## src/rtl/ic_ram_arb.sv

```systemverilog
`default_nettype none
// ============================================================================
// Module   : ic_ram_arb
// Purpose  : Two-to-one (IMEM/DMEM) round-robin arbiter in front of a
//            synchronous single-port SRAM. One transaction in flight at a
//            time; the response is registered and held until acknowledged.
// Revision : 1.0 - initial release
// ============================================================================
module ic_ram_arb #(
    parameter int AW = 14
) (
    input  logic          g_clk,
    input  logic          g_resetn,

    input  logic          imem_req,
    input  logic          imem_wen,
    input  logic [3:0]    imem_strb,
    input  logic [31:0]   imem_wdata,
    input  logic [31:0]   imem_addr,
    output logic          imem_gnt,
    output logic          imem_recv,
    input  logic          imem_ack,
    output logic          imem_error,
    output logic [31:0]   imem_rdata,

    input  logic          dmem_req,
    input  logic          dmem_wen,
    input  logic [3:0]    dmem_strb,
    input  logic [31:0]   dmem_wdata,
    input  logic [31:0]   dmem_addr,
    output logic          dmem_gnt,
    output logic          dmem_recv,
    input  logic          dmem_ack,
    output logic          dmem_error,
    output logic [31:0]   dmem_rdata,

    output logic          sram_cen,
    output logic          sram_wen,
    output logic [AW-1:0] sram_addr,
    output logic [3:0]    sram_wstrb,
    output logic [31:0]   sram_wdata,
    input  logic [31:0]   sram_rdata
);

    // Port identifiers used for both the round-robin history and the owner.
    localparam logic c_IMEM = 1'b0;
    localparam logic c_DMEM = 1'b1;

    typedef enum logic [1:0] {
        ST_IDLE = 2'd0,
        ST_CAPT = 2'd1,
        ST_RSP  = 2'd2
    } state_t;

    state_t      r_state;
    state_t      w_state_nxt;
    logic        r_last;      // port that won the most recent grant
    logic        r_owner;     // port owning the in-flight transaction
    logic        r_err;       // in-flight request was misaligned
    logic        r_rd;        // in-flight request is an aligned read
    logic [31:0] r_rsp_data;

    logic        w_owner_ack;
    logic        w_arb_en;
    logic        w_imem_win;
    logic        w_dmem_win;
    logic        w_grant;
    logic        w_sel_wen;
    logic [3:0]  w_sel_strb;
    logic [31:0] w_sel_wdata;
    logic [31:0] w_sel_addr;
    logic        w_aligned;
    logic        w_issue;
    logic        w_rsp;
    logic        w_unused;

    // Arbitration is open when idle, or when the owner consumes its response.
    // Gating with the reset keeps every grant low while reset is held.
    assign w_owner_ack = (r_state == ST_RSP) &&
                         ((r_owner == c_DMEM) ? dmem_ack : imem_ack);
    assign w_arb_en    = g_resetn && ((r_state == ST_IDLE) || w_owner_ack);

    // A tie goes to whichever port did not win last time.
    assign w_imem_win  = w_arb_en && imem_req && (!dmem_req || (r_last == c_DMEM));
    assign w_dmem_win  = w_arb_en && dmem_req && (!imem_req || (r_last == c_IMEM));
    assign w_grant     = w_imem_win || w_dmem_win;

    assign w_sel_wen   = w_dmem_win ? dmem_wen   : imem_wen;
    assign w_sel_strb  = w_dmem_win ? dmem_strb  : imem_strb;
    assign w_sel_wdata = w_dmem_win ? dmem_wdata : imem_wdata;
    assign w_sel_addr  = w_dmem_win ? dmem_addr  : imem_addr;

    // Misaligned requests are granted but never reach the SRAM.
    assign w_aligned   = (w_sel_addr[1:0] == 2'b00);
    assign w_issue     = w_grant && w_aligned;

    assign imem_gnt    = w_imem_win;
    assign dmem_gnt    = w_dmem_win;

    assign sram_cen    = w_issue;
    assign sram_wen    = w_issue && w_sel_wen;
    assign sram_wstrb  = (w_issue && w_sel_wen) ? w_sel_strb : 4'b0000;
    assign sram_addr   = w_issue ? w_sel_addr[AW+1:2] : '0;
    assign sram_wdata  = w_issue ? w_sel_wdata : 32'h0;

    // Response is steered to the owner only; the other port sees zeros.
    assign w_rsp       = (r_state == ST_RSP);
    assign imem_recv   = w_rsp && (r_owner == c_IMEM);
    assign dmem_recv   = w_rsp && (r_owner == c_DMEM);
    assign imem_error  = imem_recv && r_err;
    assign dmem_error  = dmem_recv && r_err;
    assign imem_rdata  = imem_recv ? r_rsp_data : 32'h0;
    assign dmem_rdata  = dmem_recv ? r_rsp_data : 32'h0;

    // Upper byte-address bits lie outside the SRAM and are intentionally dropped.
    assign w_unused    = &{1'b0, imem_addr[31:AW+2], dmem_addr[31:AW+2]};

    // State register.
    always_ff @(posedge g_clk or negedge g_resetn) begin
        if (!g_resetn) begin
            r_state <= ST_IDLE;
        end else begin
            r_state <= w_state_nxt;
        end
    end

    // Next-state logic: a grant always leads to CAPT, CAPT always to RSP.
    always_comb begin
        w_state_nxt = r_state;
        case (r_state)
            ST_IDLE: begin
                if (w_grant) begin
                    w_state_nxt = ST_CAPT;
                end
            end
            ST_CAPT: begin
                w_state_nxt = ST_RSP;
            end
            ST_RSP: begin
                if (w_owner_ack) begin
                    w_state_nxt = w_grant ? ST_CAPT : ST_IDLE;
                end
            end
            default: begin
                w_state_nxt = ST_IDLE;
            end
        endcase
    end

    // Transaction bookkeeping on grant and response-data capture in CAPT.
    always_ff @(posedge g_clk or negedge g_resetn) begin
        if (!g_resetn) begin
            r_last     <= c_IMEM;
            r_owner    <= c_IMEM;
            r_err      <= 1'b0;
            r_rd       <= 1'b0;
            r_rsp_data <= 32'h0;
        end else begin
            if (w_grant) begin
                r_last  <= w_dmem_win;
                r_owner <= w_dmem_win;
                r_err   <= !w_aligned;
                r_rd    <= w_aligned && !w_sel_wen;
            end
            if (r_state == ST_CAPT) begin
                r_rsp_data <= r_rd ? sram_rdata : 32'h0;
            end
        end
    end

endmodule
`default_nettype wire

```

## config.mk

```make
export PLATFORM = sky130hd
export DESIGN_NAME = ic_ram_arb
export DESIGN_NICKNAME = d
export VERILOG_FILES = /design/src/rtl/ic_ram_arb.sv
export SDC_FILE = /design/constraint.sdc
export NUM_CORES = 1
export LEC_CHECK = 0
export CAP_MARGIN = 0
export CORE_AREA = 2 2 115 117
export CTS_BUF_LIST = sky130_fd_sc_hd__clkbuf_4 sky130_fd_sc_hd__clkbuf_8 sky130_fd_sc_hd__clkbuf_16
export CTS_CLUSTER_DIAMETER = 120
export DETAILED_ROUTE_END_ITERATION = 8
export DIE_AREA = 0 0 117 119
export GPL_TIMING_DRIVEN = 0
export SLEW_MARGIN = 0
export SYNTH_ARGS = -nofsm -noshare
export SYNTH_HDL_FRONTEND = slang
export SYNTH_SLANG_ARGS = --single-unit
export TNS_END_PERCENT = 5
```

## constraint.sdc

```tcl
create_clock -name g_clk -period 2.59 [get_ports g_clk]
set_input_delay 0.259 -clock g_clk [delete_from_list [all_inputs] [get_ports g_clk]]
set_output_delay 0.259 -clock g_clk [all_outputs]
set_load 0.02 [all_outputs]
```

## Yosys cells after proc, flatten, opt, wreduce, memory -nomap -nowiden

Cells that the tools add are included.

| storage, ports and cells | value |
|---|---|
| register bits after elaboration | 37 |
| latch bits | 0 |
| memory bits (writable) | 0 |
| memory bits (read-only) | 0 |
| input bits | 176 |
| word-level logic and storage cells | 49 |
| memories kept | 0 |

| operators by class | value |
|---|---|
| $add $sub $neg | 0 |
| multipliers | 0 |
| div/mod/pow operators | 0 |
| $lt $le $gt $ge | 0 |
| equal/unequal tests | 4 |
| shift operators | 0 |
| mux-type cells | 15 |
| bitwise gates (word level) | 1 |
| reductions and logical operators | 24 |

Operators by type and width:

| kind | count |
|---|---|
| $mux W32 | 5 |
| $mux W16 | 1 |
| $mux W14 | 1 |
| $logic_and A1 B1 Y1 | 13 |
| $mux W4 | 2 |
| $pmux W2 S3 | 1 |
| $logic_not A1 Y1 | 4 |
| $logic_not A2 Y1 | 2 |
| $logic_or A1 B1 Y1 | 4 |
| $mux W2 | 2 |
| $ne A2 B2 Y1 const B | 2 |
| $mux W1 | 3 |
| $eq A2 B1 Y1 const B | 1 |
| $eq A2 B2 Y1 const B | 1 |
| $reduce_and A2 Y1 | 1 |
| $not A1 Y1 | 1 |

## Logic depth before layout (Yosys ltp)

Gate-level depths: netlist of run 1.

| logic depth | value |
|---|---|
| depth after elaboration | 11 |
| depth in mapped cells | 7 |
| gate-level depth less buffers | 5 |

## Worst setup path before layout of run 1

OpenSTA, ideal clock, no wires.

| path | value |
|---|---|
| kind | reg-to-output |
| from | reg r_last |
| to | out sram_wstrb[1] |
| data arrival time | 1.694 ns |
| data required time | 2.331 ns |
| slack | 0.637 ns |
| cell stages (with the launch flop) | 7 |
| cells stage by stage | dfrtp_1 > mux2i_1 > a211o_1 > buf_6 > clkbuf_1 > nand3_1 > a21oi_1 |

| between the ends | value |
|---|---|
| cells in the longest elaborated chain, start to end | 11 |
| elaborated cells on any way between the ends | 19 |
| those cells by class | 5 x mux; 1 x bitwise; 13 x reduce/logical |

Ends and longest elaborated chain:

| item | line | source |
|---|---|---|
| start, declared | 57 | `logic r_last;` |
| start signal, assigned | 153 | `r_last <= c_IMEM;` |
| start signal, assigned | 160 | `r_last <= w_dmem_win;` |
| $mux W1 | -- |  |
| $logic_and A1 B1 Y1 | -- |  |
| $logic_or A1 B1 Y1 | -- |  |
| $logic_and A1 B1 Y1 (2 in a row) | -- |  |
| $logic_and A1 B1 Y1 | 85 | `assign w_dmem_win = w_arb_en && dmem_req && (!imem_req \|\| (r_last == c_IMEM));` |
| $mux W16 | 91 | `assign w_sel_addr = w_dmem_win ? dmem_addr : imem_addr;` |
| $logic_not A2 Y1 | 94 | `assign w_aligned = (w_sel_addr[1:0] == 2'b00);` |
| $logic_and A1 B1 Y1 | 95 | `assign w_issue = w_grant && w_aligned;` |
| $logic_and A1 B1 Y1 | 102 | `assign sram_wstrb = (w_issue && w_sel_wen) ? w_sel_strb : 4'b0000;` |
| $mux W4 * | 102 |  |
| end, declared | 40 | `output logic [3:0] sram_wstrb,` |

Every way passes the cells marked *; elsewhere a longest branch is shown, timed or not.

## Worst setup path in the final report of run 1

| path | value |
|---|---|
| from | in imem_req |
| to | out sram_addr[10] |

| between the ends | value |
|---|---|
| cells in the longest elaborated chain, start to end | 7 |
| elaborated cells on any way between the ends | 10 |
| those cells by class | 2 x mux; 8 x reduce/logical |

Ends and longest elaborated chain:

| item | line | source |
|---|---|---|
| start, declared | 15 | `input logic imem_req,` |
| $logic_not A1 Y1 | 85 |  |
| $logic_or A1 B1 Y1 | 85 |  |
| $logic_and A1 B1 Y1 | 85 |  |
| $mux W16 | 91 |  |
| $logic_not A2 Y1 | 94 |  |
| $logic_and A1 B1 Y1 | 95 |  |
| $mux W14 * | 103 | `assign sram_addr = w_issue ? w_sel_addr[AW+1:2] : '0;` |
| end, declared | 39 | `output logic [AW-1:0] sram_addr,` |

Marks and branches as above.

==> results_dict.tcl, run 1 <==
set metrics [dict create \
    seqCellArea_um2 927 \
    cp_num_buf_inv 5 \
    nets 862 \
    start_util_pct 21.1 \
    slowest_stage "clkdlybuf4s50_1" \
    firstDrtPassIters 6 \
    drt_wl_total_um 12300 \
    numCtsBuffers 5 \
    routedWlPerCell_um 14.2 \
    fmaxAchievable_mhz 396 \
    yosys_register_bits 37 \
    slowest_delay_ns 0.48 \
    place_congestion 0.768 \
    muxShareOfSynthArea_pct 0.369 \
    critPathKind "primary input to output port" \
    whs_path_depth 2 \
    setup_violations 0 \
    crit_arrival_ns 2.27 \
    final_common_cell "clkdlybuf4s50_1" \
    clock_latency_ns 0.27 \
    syn_area_um2 2710 \
    num-fill-cells 1346 \
    grt_pass1_vias 3686 \
    slew_headroom_pct 69.2 \
    synth_nets 588 \
    ys_seq_area_share_pct 34.1 \
    cp.depth 9 \
    synth_cell_type_count 22 \
    holdWs_ns 0.483 \
    coreArea_um2 12900 \
    syn_inst 412 \
    dieArea_um2 13900 \
    drt_iter0_markers 177 \
    period_share_pct 97.6 \
    synth_compound_area_share_pct 17.6 \
    gr-total-overflow 0 \
    antennaDiodeCount 0 \
    vdd_drop_max_uv 266 \
    finClkSkew_ns 0.00548 \
    clockBufferDepth 2 \
    rows 42 \
    hp-class "flip-flop to flip-flop" \
    required_ns 2.33 \
    yosys.area_share.simple_pct 40.8 \
    tightest_slew_ns 0.462 \
    cts_sinks 37 \
    crit_path_end_kind "output port" \
    crit_chain "clkdlybuf4s50_1 -> a21bo_2 -> a211o_1 -> buf_6 -> clkinv_4 -> buf_6 -> nand2_1 -> a21oi_1 -> dlygate4sd2_1" \
    die_y_um 119 \
    yosys.area_share.xor_xnor_pct 0 \
    cap_viol_max_count 0 \
    ant_nets 0 \
    route.detailed.drc 0 \
    io_pins 298 \
    worst_path_most_repeated_cell "buf_6" \
    path_max_fanout 10 \
    synth_adder_area_share_pct 0 \
    yosysWarnings 0 \
    maxSlewViolCount 0 \
    synth_top_family_by_area "simple AND/OR/NAND/NOR gates" \
    grt_pass1_wl_um 18300 \
    fin_area_um2 5770 \
    grt_usage_pct 16.6 \
    multiInputGateArea_um2 1640 \
    layout_min_cycle_time_ns 2.53 \
    rsz0062_at_grt "true" \
    outcome "finished clean" \
    avgSynthCellArea_um2 6.59 \
    tritoncts "done" \
    viasPerCell 4.38 \
    power_density_nw_per_um2 454 \
    hold_viol 0 \
    cp-start-kind "primary input" \
    num_vias 3777 \
    cts_root_buf "clkbuf_16" \
    antenna_found_initial 0 \
    critPathTopFamily "buffers and inverters" \
    clk_pin_slew_ns 0.05 \
    cts_max_level 2 \
    drive_above_1_share_pct 6.55 \
    dp_hpwl_um 10200 \
    port_buffers 265 \
    die_width_um 117 \
    final_cell_mix "211 x clkdlybuf4s50_1, 161 x nand2_1, 64 x and2_1, 54 x a21oi_1, 41 x dlygate4sd2_1" \
    dpl-instance-area_um2 5580 \
    syn_to_final_growth_pct 112 \
    leakage_nw 2.66 \
    worstRegToRegCells 5 \
    finalSetupTns_ns 0 \
    grt_max_degree 38 \
]
[worst reg2reg max path: cells and delay by family (launching register included)]
kind | cells | cell delay (ns)
buf+inv | 2 | 0.33
flops | 1 | 0.47
compound gates | 3 | 0.73
[where the power goes]
part / total, W / leakage (nW) / internal, W / switching [W]
clock network: 0.000588 / 0.0740 / 0.000364 / 0.000225
logic: 0.00118 / 2.08 / 0.000538 / 0.000646
registers: 0.000843 / 0.499 / 0.000727 / 0.000115
total: 0.00261 / 2.66 / 0.00163 / 0.000986
[registers in the layout, indices dropped and copies added, names as in the netlist]
signal	count
r_err	1
r_rsp_data	32
r_state	2
r_rd	1
r_last	1
[cell families after synthesis]
logic type | after synthesis
AO/OA/AOI/OAI | 92
buffers and inverters | 38
flip-flops | 37
multiplexers | 1
AND/OR/NAND/NOR | 244
[routing by layer]
metal | up-vias | track usage (%) | part of all wire (%)
li1 | 1861 | - | -
met1 | 1719 | 17.9 | 37
met2 | 180 | 31.5 | 53
met3 | 17 | 4.07 | 7.8
met4 | 0 | 4.41 | 1.9
met5 | - | 0 | 0
[area by class of cell]
class | instances | area share, %
inverter | 5 | 0.412
sequential | 37 | 16.1
timing repair buffer | 267 | 45.6
tap | 176 | 3.82
buffer | 33 | 3.28
clock buffer | 6 | 2.30
multi-input combinational | 337 | 28.4
clock inverter | 2 | 0.174
[per-stage QoR]
stage	setup WS, ns	cells	total power [W]	utilization (%)
floorplan	0.637	412	0.00141	-
global placement	-1.62	853	0.00200	43.4
detailed placement	-0.597	853	0.00202	43.4
CTS	-0.150	863	0.00263	44.5
global route	-0.0138	863	0.00281	44.8
finish	0.0625	863	0.00261	44.8
[path summary, 6_finish.rpt]
check	from	to	slack [ns]
setup reg to reg	r_last$_DFFE_PN0P_	r_last$_DFFE_PN0P_	0.98
min in group asynchronous	g_resetn	r_rsp_data[9]$_DFFE_PN0N_	0.57
max in group asynchronous	g_resetn	r_last$_DFFE_PN0P_	1.83
setup / recovery	imem_req	sram_addr[10]	0.06
hold reg to reg	r_rsp_data[31]$_DFFE_PN0N_	r_rsp_data[31]$_DFFE_PN0N_	0.48
hold / removal	r_rsp_data[31]$_DFFE_PN0N_	r_rsp_data[31]$_DFFE_PN0N_	0.48
[Yosys cell counts, drive strengths merged]
library cell | count | area (µm²)
a21bo | 1 | 10.0
inv | 4 | 15.0
nor3 | 3 | 15.0
buf | 6 | 67.6
clkinv | 1 | 8.76
clkbuf | 27 | 101
nand2b | 3 | 18.8
nand3 | 8 | 40.0
nand2 | 161 | 604
a21boi | 1 | 7.51
nor4b | 1 | 8.76
nand3b | 1 | 7.51
nor2 | 2 | 7.51
mux2i | 1 | 10.0
a211o | 1 | 8.76
and2 | 64 | 400
and3 | 1 | 6.26
a21oi | 54 | 270
dfrtp | 37 | 926
o21ai | 34 | 170
a32o | 1 | 10.0
[repair_timing]
action | CTS | global route
gates resized for setup | 66 | 25
buffers inserted | 0 | 0
hold buffers | 2 | 0
endpoints found under the hold margin | 37 | 0
endpoints found under the setup margin | 113 | 110
No activity file was read; power rests on OpenSTA's default activity.
==> inputs of run 2 (changes only) <==
--- a/config.mk
+++ b/config.mk
@@ -12,6 +12,8 @@
 export DETAILED_ROUTE_END_ITERATION = 8
 export DIE_AREA = 0 0 117 119
 export GPL_TIMING_DRIVEN = 0
+export PLACE_DENSITY = 0.65
+export RECOVER_POWER = 50
 export SLEW_MARGIN = 0
 export SYNTH_ARGS = -nofsm -noshare
 export SYNTH_HDL_FRONTEND = slang
==> run 2 against run 1 <==
The run now ends with max-capacitance violations, max-slew violations left. Clock power increased by 20%. Sequential power hardly changed. Cell count did not move.
==> results_dict.tcl, run 2 (synthesized netlist as in run 1, its figures left out) <==
set metrics [dict create \
    r2r-start "r_last$_DFFE_PN0P_" \
    grt_max_degree 38 \
    finalSetupTns_ns 0 \
    routedWlPerCell_um 14.1 \
    tightest_slew_ns 1.63 \
    maxSlewViolCount 38 \
    clk_pin_slew_ns 0.06 \
    antennaDiodeCount 0 \
    setup_violations 0 \
    start_util_pct 21.1 \
    period_share_pct 97.0 \
    worstRegToRegCells 5 \
    net-switching-power_w 0.000990 \
    crit_arrival_ns 2.25 \
    fin_util_pct 44.5 \
    grt_use_met1_pct 19.0 \
    cp-endpoint "dmem_rdata[22]" \
    firstDrtPassIters 5 \
    hp-class "flip-flop to flip-flop" \
    die_y_um 119 \
    cts_setup_buffers 0 \
    route.detailed.drc 0 \
    intPower_w 0.00173 \
    num_vias 3744 \
    port_buffers 265 \
    die_width_um 117 \
    dp_hpwl_um 10100 \
    rows 42 \
    pwr-share-clk_pct 25.8 \
    finClkSkew_ns 0.00375 \
    gr-total-overflow 0 \
    pwr-share-comb_pct 43.2 \
    numCtsBuffers 5 \
    vdd_drop_max_uv 280 \
    cap_viol_max_count 1 \
    cp-start-kind "flip-flop" \
    crit_path_end_kind "output port" \
    crit_chain "nand2b_1 -> nor2_4 -> clkbuf_2 -> and2_1 -> clkdlybuf4s50_1" \
    leakage_nw 2.52 \
    final_cell_mix "203 x clkdlybuf4s50_1, 161 x nand2_1, 64 x and2_1, 54 x a21oi_1, 36 x dfrtp_1" \
    fin_area_um2 5720 \
    nets 862 \
    ant_nets 0 \
    cts_sinks 37 \
    multiInputGateArea_um2 1620 \
    cts_root_buf "clkbuf_16" \
    coreArea_um2 12900 \
    drt_wl_total_um 12200 \
    drt_iter0_markers 137 \
    required_ns 2.33 \
    r2r-end "r_rd$_DFFE_PN0P_" \
    largest_reg_flops 32 \
    gr-usage-met2_pct 31.8 \
    io_pins 298 \
    seqCellArea_um2 927 \
    cp-startpoint "r_state[0]$_DFFE_PN0P_" \
    rsz0062_at_grt "true" \
    dieArea_um2 13900 \
    syn_to_final_growth_pct 111 \
    rrSetupSlack_ns 0.98 \
    grt_usage_pct 16.9 \
    slew_headroom_pct -8.78 \
    slowest_stage "clkdlybuf4s50_1" \
    clockBufferDepth 2 \
    place_congestion 0.790 \
    p_seq_share_pct 31.0 \
    tritoncts "done" \
    slowest_delay_ns 0.61 \
    regMostFlops "r_rsp_data" \
    clock_latency_ns 0.27 \
    power_density_nw_per_um2 476 \
    viasPerCell 4.34 \
    final_common_cell "clkdlybuf4s50_1" \
    cts_max_level 2 \
    grt_pass1_wl_um 18800 \
    critPathKind "flip-flop to output port" \
    hold_viol 0 \
    dpl-instance-area_um2 5580 \
    fmaxAchievable_mhz 398 \
    drive_above_1_share_pct 7.57 \
    antenna_found_initial 0 \
    layout_min_cycle_time_ns 2.51 \
    top_regs "r_rsp_data (32), r_state (2)" \
    grt_use_met3_pct 3.46 \
    top_usage_layer "met2" \
    outcome "complete, but fails checks" \
    p_sw_share_pct 36.4 \
    num-fill-cells 1340 \
    grt_pass1_vias 3787 \
    path_max_fanout 10 \
    violations "max-capacitance violations, max-slew violations" \
]
## run 2: cell count changes in the layout (fill, tap and decap cells not counted), sizes merged
cell,previous run,this run
bufinv,0,1
clkbuf,37,48
clkdlybuf4s15,1,12
clkdlybuf4s50,211,203
clkinv,3,1
clkinvlp,0,1
dlygate4sd2,41,24
dlygate4sd3,1,9
dlymetal6s2s,7,2
## run 2: metrics by stage
stage	power, W	std cells	hold WS [ns]	worst slack (ns)
after floorplan	0.00141	412	-0.0366	0.637
after global placement	0.00200	853	0.473	-1.53
after detailed placement	0.00204	853	0.417	-0.518
after CTS	0.00276	863	0.490	-0.170
after global routing	0.00292	863	0.511	-0.0184
final	0.00272	863	0.486	0.0772
## run 2: worst max-delay path: cells and delay by family, from the launching register on
kind,cells,cell delay [ns]
DFF,1,0.40
and+or+nand+nor,3,0.67
buffers and inverters,2,0.90
## run 2: layout make-up
cell class                      count  area share (%)
Buffer                             33            3.34
Clock buffer                        6            2.43
Clock inverter                      2           0.656
Inverter                            5           0.415
Multi-Input combinational cell    337            28.4
Sequential cell                    37            16.2
Tap cell                          176            3.85
Timing Repair Buffer              267            44.7
## run 2: how the worst min path moves through the flow
stage	from	to	slack [ns]	depth (start not counted)
2_1_floorplan	g_resetn	r_err$_DFFE_PN0P_	-0.04	0
3_3_place_gp	r_rsp_data[11]$_DFFE_PN0N_	r_rsp_data[11]$_DFFE_PN0N_	0.47	2
4_1_cts	r_rsp_data[31]$_DFFE_PN0N_	r_rsp_data[31]$_DFFE_PN0N_	0.49	2
6_report	r_rsp_data[31]$_DFFE_PN0N_	r_rsp_data[31]$_DFFE_PN0N_	0.49	2
3_5_place_dp	g_resetn	r_rsp_data[3]$_DFFE_PN0N_	0.42	1
5_1_grt	r_rsp_data[7]$_DFFE_PN0N_	r_rsp_data[7]$_DFFE_PN0N_	0.51	2
## run 2: repair_timing
item	CTS	global route
endpoints found under the hold margin	37	0
endpoints found under the setup margin	113	105
hold buffers	2	0
gates resized for setup	73	50
pin swaps	0	0
## run 2: power by group through the flow
stage	sequential, W	clock [W]	combinational [W]
2_1_floorplan	0.000805	0	0.000601
3_3_place_gp	0.000838	0	0.00116
3_5_place_dp	0.000849	0	0.00119
4_1_cts	0.000841	0.000722	0.00120
5_1_grt	0.000869	0.000752	0.00130
6_report	0.000844	0.000704	0.00118
## run 2: metal layers
layer | vias to the layer above | routed length (µm)
met5 | - | 0
met4 | 0 | 271
met3 | 16 | 915
met2 | 174 | 6290
met1 | 1687 | 4730
li1 | 1867 | -
